$ cat config.mk
export PLATFORM = sky130hd
export DESIGN_NAME = riscv_trace_capture
export DESIGN_NICKNAME = d
export VERILOG_FILES = /design/src/rtl/riscv_trace_capture.sv
export SDC_FILE = /design/constraint.sdc
export NUM_CORES = 1
export LEC_CHECK = 0
export CAP_MARGIN = 5
export CORE_ASPECT_RATIO = 0.5
export CORE_MARGIN = 4
export CORE_UTILIZATION = 40
export CTS_CLUSTER_SIZE = 30
export DETAILED_ROUTE_END_ITERATION = 6
export SLEW_MARGIN = 20
export SYNTH_ARGS = -nofsm -noshare
export SYNTH_HDL_FRONTEND = slang
export SYNTH_SLANG_ARGS = --single-unit
$ cat constraint.sdc
create_clock -name clk -period 6 [get_ports clk]
set_input_delay 1.2 -clock clk [delete_from_list [all_inputs] [get_ports clk]]
set_output_delay 1.2 -clock clk [all_outputs]
set_load 0.02 [all_outputs]
$ cat src/rtl/riscv_trace_capture.sv
// riscv_trace_capture: tags writeback and data-memory trace events
// and streams them out through a dual-push FIFO with drop accounting.
module riscv_trace_capture #(
  parameter int DATA_W = 32,
  parameter int ADDR_W = 9,
  parameter int DEPTH  = 16,
  parameter int DROP_W = 16
) (
  input  logic                       clk,
  input  logic                       reset,
  input  logic                       trace_en,
  input  logic                       clear,
  input  logic                       reg_write_sig,
  input  logic [4:0]                 reg_num,
  input  logic [DATA_W-1:0]          reg_data,
  input  logic                       wr,
  input  logic                       rd,
  input  logic [ADDR_W-1:0]          addr,
  input  logic [DATA_W-1:0]          wr_data,
  input  logic [DATA_W-1:0]          rd_data,
  output logic                       out_valid,
  input  logic                       out_ready,
  output logic [1:0]                 out_type,
  output logic [ADDR_W-1:0]          out_tag,
  output logic [DATA_W-1:0]          out_data,
  output logic [$clog2(DEPTH+1)-1:0] count,
  output logic                       overflow,
  output logic [DROP_W-1:0]          drop_cnt
);

  localparam int PW = $clog2(DEPTH);
  localparam int CW = $clog2(DEPTH+1);
  localparam int EW = 2 + ADDR_W + DATA_W;
  localparam logic [CW:0] DEP = (CW+1)'(DEPTH);

  logic [EW-1:0]     mem [DEPTH];
  logic [PW-1:0]     rd_ptr;
  logic [PW-1:0]     wr_ptr;
  logic              r_ev;
  logic              m_ev;
  logic [EW-1:0]     r_ent;
  logic [EW-1:0]     m_ent;
  logic [EW-1:0]     e0;
  logic [EW-1:0]     head;
  logic              pop;
  logic [CW:0]       space;
  logic [1:0]        push_n;
  logic [1:0]        drop_n;
  logic [DROP_W:0]   dsum;
  logic [DROP_W-1:0] drop_nxt;

  assign r_ev = trace_en & reg_write_sig
              & (reg_num != 5'd0);
  assign m_ev = trace_en & (wr | rd);

  assign r_ent = {2'b01,
                  ADDR_W'(reg_num),
                  reg_data};
  assign m_ent = wr ? {2'b10, addr, wr_data}
                    : {2'b11, addr, rd_data};
  assign e0    = r_ev ? r_ent : m_ent;

  assign out_valid = (count != '0);
  assign pop       = out_valid & out_ready;
  assign space     = DEP - {1'b0, count}
                   + (CW+1)'(pop);

  // Decide how many events fit; R always wins the last free slot.
  always_comb begin
    push_n = 2'd0;
    drop_n = 2'd0;
    unique case (1'b1)
      r_ev & m_ev: begin
        if (space >= (CW+1)'(2)) begin
          push_n = 2'd2;
        end else if (space == (CW+1)'(1)) begin
          push_n = 2'd1;
          drop_n = 2'd1;
        end else begin
          drop_n = 2'd2;
        end
      end
      r_ev ^ m_ev: begin
        if (space != '0) push_n = 2'd1;
        else             drop_n = 2'd1;
      end
      default: ;
    endcase
  end

  assign dsum = {1'b0, drop_cnt}
              + (DROP_W+1)'(drop_n);
  assign drop_nxt = dsum[DROP_W] ? '1
                                 : dsum[DROP_W-1:0];

  // Pointer, occupancy and drop bookkeeping.
  always_ff @(posedge clk) begin
    if (reset || clear) begin
      rd_ptr   <= '0;
      wr_ptr   <= '0;
      count    <= '0;
      overflow <= 1'b0;
      drop_cnt <= '0;
    end else begin
      rd_ptr   <= rd_ptr + PW'(pop);
      wr_ptr   <= wr_ptr + PW'(push_n);
      count    <= count + CW'(push_n)
                - CW'(pop);
      if (drop_n != 2'd0) overflow <= 1'b1;
      drop_cnt <= drop_nxt;
    end
  end

  // Entry storage; a double push may straddle the wrap point.
  always_ff @(posedge clk) begin
    if (!reset && !clear) begin
      if (push_n != 2'd0)
        mem[wr_ptr] <= e0;
      if (push_n == 2'd2)
        mem[wr_ptr + PW'(1)] <= m_ent;
    end
  end

  assign head = mem[rd_ptr];

  assign out_type = out_valid
                  ? head[EW-1 -: 2] : '0;
  assign out_tag  = out_valid
                  ? head[DATA_W +: ADDR_W] : '0;
  assign out_data = out_valid
                  ? head[DATA_W-1:0] : '0;

endmodule

==> flow_summary.toml, run 1 <==
[synthesis]
synth_common_cells = "edfxtp_1 (672), o22ai_1 (404), mux4_2 (215)"
yosysSeqAreaShare_pct = 57.8
ys_types = 61
async_reset_ff_share_pct = 0
yosysMostFrequentCell = "edfxtp_1"
synth_ff_type = "edfxtp_1"
synthTopCellsByArea = "edfxtp_1 (55%), mux4_2 (13%), o22ai_1 (6.9%), o32ai_1 (4.6%), dfxtp_1 (2.5%)"
synth_area_per_cell_um2 = 14.0
synth_top_area_cell = "edfxtp_1"
syn-instance-count = 2601
yosysWarnings = 0
synth-edff-count = 672
synth_top_area_share_pct = 55.2
syn-num-nets = 2740
syn_area_um2 = 36500
yosys_register_bits = 718

[floorplanning]
row_count = 78
num_io_pins = 184
die_h_um = 222
die_w_um = 435
start_util_pct = 40.3
fp.coreArea_um2 = 90600
die-area_um2 = 96500

[power_and_ir_drop]
p_switching_uw = 4370
leakagePower_uw = 0.0130
sequentialPowerShare_pct = 39.9
p_int_uw = 9540
ir_drop_mv = 0.360
clock_power_share_pct = 33.0
p_per_area_nw_per_um2 = 328
swShare_pct = 31.4
comb_power_share_pct = 27.0

[placed_design]
place_congestion = 0.830
portBuffers = 183
pre_cts_ws_ns = 0.336
place_area_um2 = 40000
dpl.hpwl_um = 73900

[cts]
cts_sinks = 718
clock_path_buffers = 3
cts-root-buf = "clkbuf_16"
ctsHoldBuffers = 0
ctsResizeCount = 0
cts_max_level = 3
clk_pin_slew_worst_paths_ns = 0.06
clock_latency_ns = 0.63
cts_tree = "built"
cts_setup_buffers = 0
cts_buffers = 71

[critical_path]
endpoint_kind = "primary output"
worstSetupPathType = "register to primary output"
critical_path_required_ns = 4.80
cp_top_family = "multiplexers"
path_cells = "buf_4 > mux4_2 > mux4_2 > and2_1 > clkdlybuf4s50_1"
cp_slowest_stage_delay_ns = 0.98
start_kind = "register"
cpMaxStageDelayCell = "dfxtp_4"
cp_max_fo = 39
cp_common_cell = "mux4_2"
critPathBufInv = 2
arrival_ns = 3.90

[cells_and_area]
layout-drive-gt1-share_pct = 19.1
syn2layout_area_growth_pct = 16.0
antennaDiodeCount = 0
finish.utilization_pct = 46.8
num-nets-final = 2812
final_area_um2 = 42400

[route]
routed_wl_um = 131000
dr_total_vias = 27322
wire_per_inst_um = 33.4
drcViolationCount = 2
dr.pass1.iters = 7
ant_nets = 0
drtIter0Drc = 4267
vias_per_cell = 6.97

[global_route]
gr-total-overflow = 0
grt_max_degree = 147
met2_usage_pct = 40.8
globalRoute.busiestLayer = "met2"
met3_usage_pct = 6.16
grt_pass1_wl_um = 190000
grt_use_total_pct = 26.4
first_global_vias = 27224
antenna_found_initial = 1
grtUsageMet1_pct = 37.2

[timing]
worst_pin_slew_ns = 1.17
rsz0062_at_grt = "false"
min_period_ns = 5.10
fin_skew_ns = 0.0195
fin_crit_sh_pct = 85.0
setup_viol = 0
hold_viol_final = 0
drv_slew = 0
setup_ws_ns = 0.903
slew_headroom_pct = 21.8
fmax_mhz = 196

[run]
drv_cap = 0

[status]
status = "finished with violations"
violations = "design-rule violations"

[min_path]
hold_path_class = "register to register"
[final cells by class]
type,count,area [um2]
inverter,27,103
clock buffer,88,1930
fill,7847,48200
timing repair buffer,305,3190
sequential,718,21100
multi-input combinational,1550,14200
tap,1200,1500
clock inverter,34,370
[registers in the layout, indices dropped and copies added (netlist names)]
register / cells
mem: 688
overflow: 1
wr_ptr: 4
count: 5
rd_ptr: 4
drop_cnt: 16
[cell usage in the layout (no fill, tap or decap), types with 7 or more instances in the layout]
cell and count:
a211oi_1 7, nand3_2 7, nand4_1 9, xnor2_1 10, nand2_2 13, buf_12 31, clkbuf_16 75, a21boi_0 27
xor2_1 8, o32ai_1 192, ha_1 18, nor2_1 33, nor3_1 26, nand2b_1 69, edfxtp_1 672, bufinv_16 8
a21oi_1 38, o2bb2ai_1 12, clkbuf_1 13, mux4_2 215, nand3_1 16, clkinv_1 14, o22ai_4 7, a22o_1 15
inv_1 26, o21ai_0 10, mux2_2 34, dfxtp_1 42, and2_1 77, o22ai_1 397, clkinv_2 8, mux2i_1 71
nand2_1 152, buf_4 89, clkdlybuf4s50_1 182
[path summary, 6_finish.rpt]
path	to	slack (ns)	from	depth (start not counted)
setup / recovery	out_data[25]	0.90	rd_ptr[0]$_SDFF_PP0_	5
hold / removal	mem[8][42]$_SDFFE_PP1P_	0.49	mem[8][42]$_SDFFE_PP1P_	2
setup reg to reg	drop_cnt[1]$_SDFF_PP0_	1.11	count[2]$_SDFF_PP0_	18
hold reg to reg	mem[8][42]$_SDFFE_PP1P_	0.49	mem[8][42]$_SDFFE_PP1P_	2
[per-layer routing]
| metal | part of all wire [%] | vias up |
|---|---|---|
| met1 | 39 | 13871 |
| met3 | 13 | 302 |
| met4 | 3.2 | 2 |
| li1 | - | 10994 |
| met2 | 45 | 2153 |
| met5 | 0.0053 | - |
[per-stage QoR]
| step | std cells | TNS [ns] | hold WS [ns] | power (uW) |
|---|---|---|---|---|
| global placement | 3797 | 0 | 0.450 | 9390 |
| global route | 3922 | 0 | 0.520 | 14400 |
| floorplan | 2601 | -10.40 | 0.441 | 7850 |
| finish | 3922 | 0 | 0.493 | 13900 |
| detailed placement | 3798 | 0 | 0.471 | 9400 |
| CTS | 3920 | 0 | 0.484 | 13900 |
[power by group through the flow]
stage / clock (uW) / sequential [uW] / combinational [uW]
after CTS: 4620 / 5560 / 3750
after global placement: 0 / 5660 / 3730
after detailed placement: 0 / 5670 / 3730
final: 4600 / 5550 / 3760
after global routing: 4830 / 5560 / 3960
after floorplan: 0 / 5630 / 2230
[cells by family (layout without fill, tap and decap cells)]
logic type,count (synthesis),count (layout),synth area share (%)
fa+ha+maj,21,21,0.781
buf+inv,333,454,4.11
flops,718,718,57.8
mux,320,320,16.2
simple gates,436,436,6.03
compound gates,755,755,14.6
xor+xnor,18,18,0.432
[worst register-to-register path: stages (launching register included)]
cell      delay, ns
dfxtp_1        0.44
inv_1          0.11
ha_1           0.26
nand3_2        0.10
nand2_1        0.07
ha_1           0.22
inv_1          0.07
ha_1           0.23
a211oi_1       0.60
a21o_1         0.15
o21ai_0        0.36
nor3_1         0.38
ha_1           0.23
inv_1          0.06
fa_1           0.46
nor3b_1        0.23
buf_4          0.18
nand3_1        0.38
a21oi_1        0.27
(Power assumes the default switching activity.)
==> run 2, diff against run 1 <==
==> constraint.sdc (replaced) <==
create_clock -name clk -period 5.15 [get_ports clk]
set_input_delay 1.03 -clock clk [delete_from_list [all_inputs] [get_ports clk]]
set_output_delay 1.03 -clock clk [all_outputs]
set_load 0.02 [all_outputs]
==> run 2 against run 1 <==
Effect of this change:
- clock-buffer cell count rose by 8
- via count rose by 0.37%
- power grew 15%
- non-clock buffer count rose by 51
- final cell count is 1.4% higher
- design area increased by 0.90%
- flip-flop and latch count unchanged
- first-iteration DRC count rose by 2.8%
- global-route usage shrank 0.21 points
- the run now ends clean
==> flow_summary.toml, run 2 (same netlist as run 1, synthesis figures left out) <==
[cells_and_area]
layout-drive-gt1-share_pct = 20.4
antennaDiodeCount = 0
num-nets-final = 2862
mostFrequentLayoutCells = "edfxtp_1 (672), o22ai_1 (397), mux4_2 (215)"
regArea_um2 = 21100
finish.utilization_pct = 47.2
final_common_cell = "edfxtp_1"
final_area_um2 = 42800
multiInputGateArea_um2 = 14200
n_fill_cell = 7822
top_regs = "mem: 688 flops, drop_cnt: 16 flops, count: 5 flops"
largest_reg_flops = 688
syn2layout_area_growth_pct = 17.1
top_register = "mem"

[placed_design]
dpl.hpwl_um = 76600
place_area_um2 = 40600
portBuffers = 183
place_congestion = 0.847

[cts]
ctsResizeCount = 0
clk_pin_slew_worst_paths_ns = 0.06
clock_latency_ns = 0.64
cts_max_level = 3
ctsHoldBuffers = 0
cts_sinks = 718
cts_setup_buffers = 0
cts-root-buf = "clkbuf_16"
cts_tree = "built"
clock_path_buffers = 3
cts_buffers = 70

[route]
routed_wl_um = 130000
wire_per_inst_um = 32.6
dr.pass1.iters = 7
drcViolationCount = 0
ant_nets = 0
vias_per_cell = 6.90
drtIter0Drc = 4386
dr_total_vias = 27422

[critical_path]
cp_max_fo = 59
worstSetupStartpoint = "rd_ptr[0]$_SDFF_PP0_"
worstSetupPathType = "register to primary output"
arrival_ns = 3.65
cp_slowest_stage_delay_ns = 0.63
cpMaxStageDelayCell = "mux4_2"
path_cells = "buf_12 > mux4_2 > mux4_2 > and2_1 > clkdlybuf4s50_1"
endpoint_kind = "primary output"
cp_common_cell = "mux4_2"
start_kind = "register"
critical_path_required_ns = 4.12
rr_worst_depth = 17
r2r-start = "count[2]$_SDFF_PP0_"
rrSetupSlack_ns = 0.78

[power_and_ir_drop]
ir_drop_mv = 0.411
totalPowerFinal_uw = 16000
leakagePower_uw = 0.0133
p_per_area_nw_per_um2 = 374

[floorplanning]
die-area_um2 = 96500
start_util_pct = 40.3
fp.coreArea_um2 = 90600
num_io_pins = 184
die_h_um = 222
row_count = 78
die_w_um = 435

[min_path]
hp-start = "mem[8][42]$_SDFFE_PP1P_"
min_path_cells = 2
hold_path_class = "register to register"

[global_route]
grt_use_total_pct = 26.2
grt_max_degree = 85
antenna_found_initial = 2
gr-total-overflow = 0
grt_pass1_wl_um = 187000
first_global_vias = 27166

[timing]
timing.hold.ws_ns = 0.472
worst_pin_slew_ns = 0.991
fin_crit_sh_pct = 90.8
slew_headroom_pct = 32.1
min_period_ns = 4.68
fin_skew_ns = 0.0196
rsz0062_at_grt = "false"
drv_slew = 0
fmax_mhz = 214
hold_viol_final = 0
setup_viol = 0

[run]
drv_cap = 0

[status]
status = "finished clean"
==> run 2: cell count changes in the layout (fill, tap and decap cells not counted), sizes merged <==
cell	change
bufinv	-6
clkinv	+1
clkbuf	+8
inv	+1
buf	+51
==> run 2: final timing paths <==
kind	to
worst max-delay path	out_tag[6]
worst min-delay path	mem[8][42]$_SDFFE_PP1P_
worst max register to register	drop_cnt[0]$_SDFF_PP0_
worst min register to register	mem[8][42]$_SDFFE_PP1P_
==> run 2: where the power goes <==
group	switching [uW]	leakage (uW)	internal, uW
Clock	2290	0.00106	2780
Sequential	70.4	0.00690	6370
Combinational	2700	0.00533	1800
==> run 2: cell type report <==
cell class | instances | share of cell area, %
Tap cell | 1200 | 3.51
Clock inverter | 30 | 0.486
Sequential cell | 718 | 49.4
Inverter | 27 | 0.243
Multi-Input combinational cell | 1550 | 33.1
Timing Repair Buffer | 356 | 8.68
Clock buffer | 96 | 4.59
==> run 2: per-layer routing <==
layer | up-vias | global-route usage, % | part of all wire (%)
met5 | - | 0 | 0.016
met4 | 4 | 8.82 | 3.3
met1 | 13938 | 38.3 | 40
li1 | 11079 | - | -
met2 | 2101 | 38.9 | 44
met3 | 300 | 5.54 | 13
==> run 2: per-stage QoR <==
step                TNS [ns]  setup WS (ns)  instances
floorplan             -68.88         -0.910       2601
global placement           0          0.246       3850
detailed placement         0          0.164       3850
CTS                        0          0.403       3976
global route               0          0.341       3977
finish                     0          0.474       3977
==> run 2: critical path, delay by kind of cell, from the launching register on <==
family,cells,cell delay [ns]
simple gates,1,0.19
flops,1,0.59
buf+inv,2,1.02
mux,2,1.18
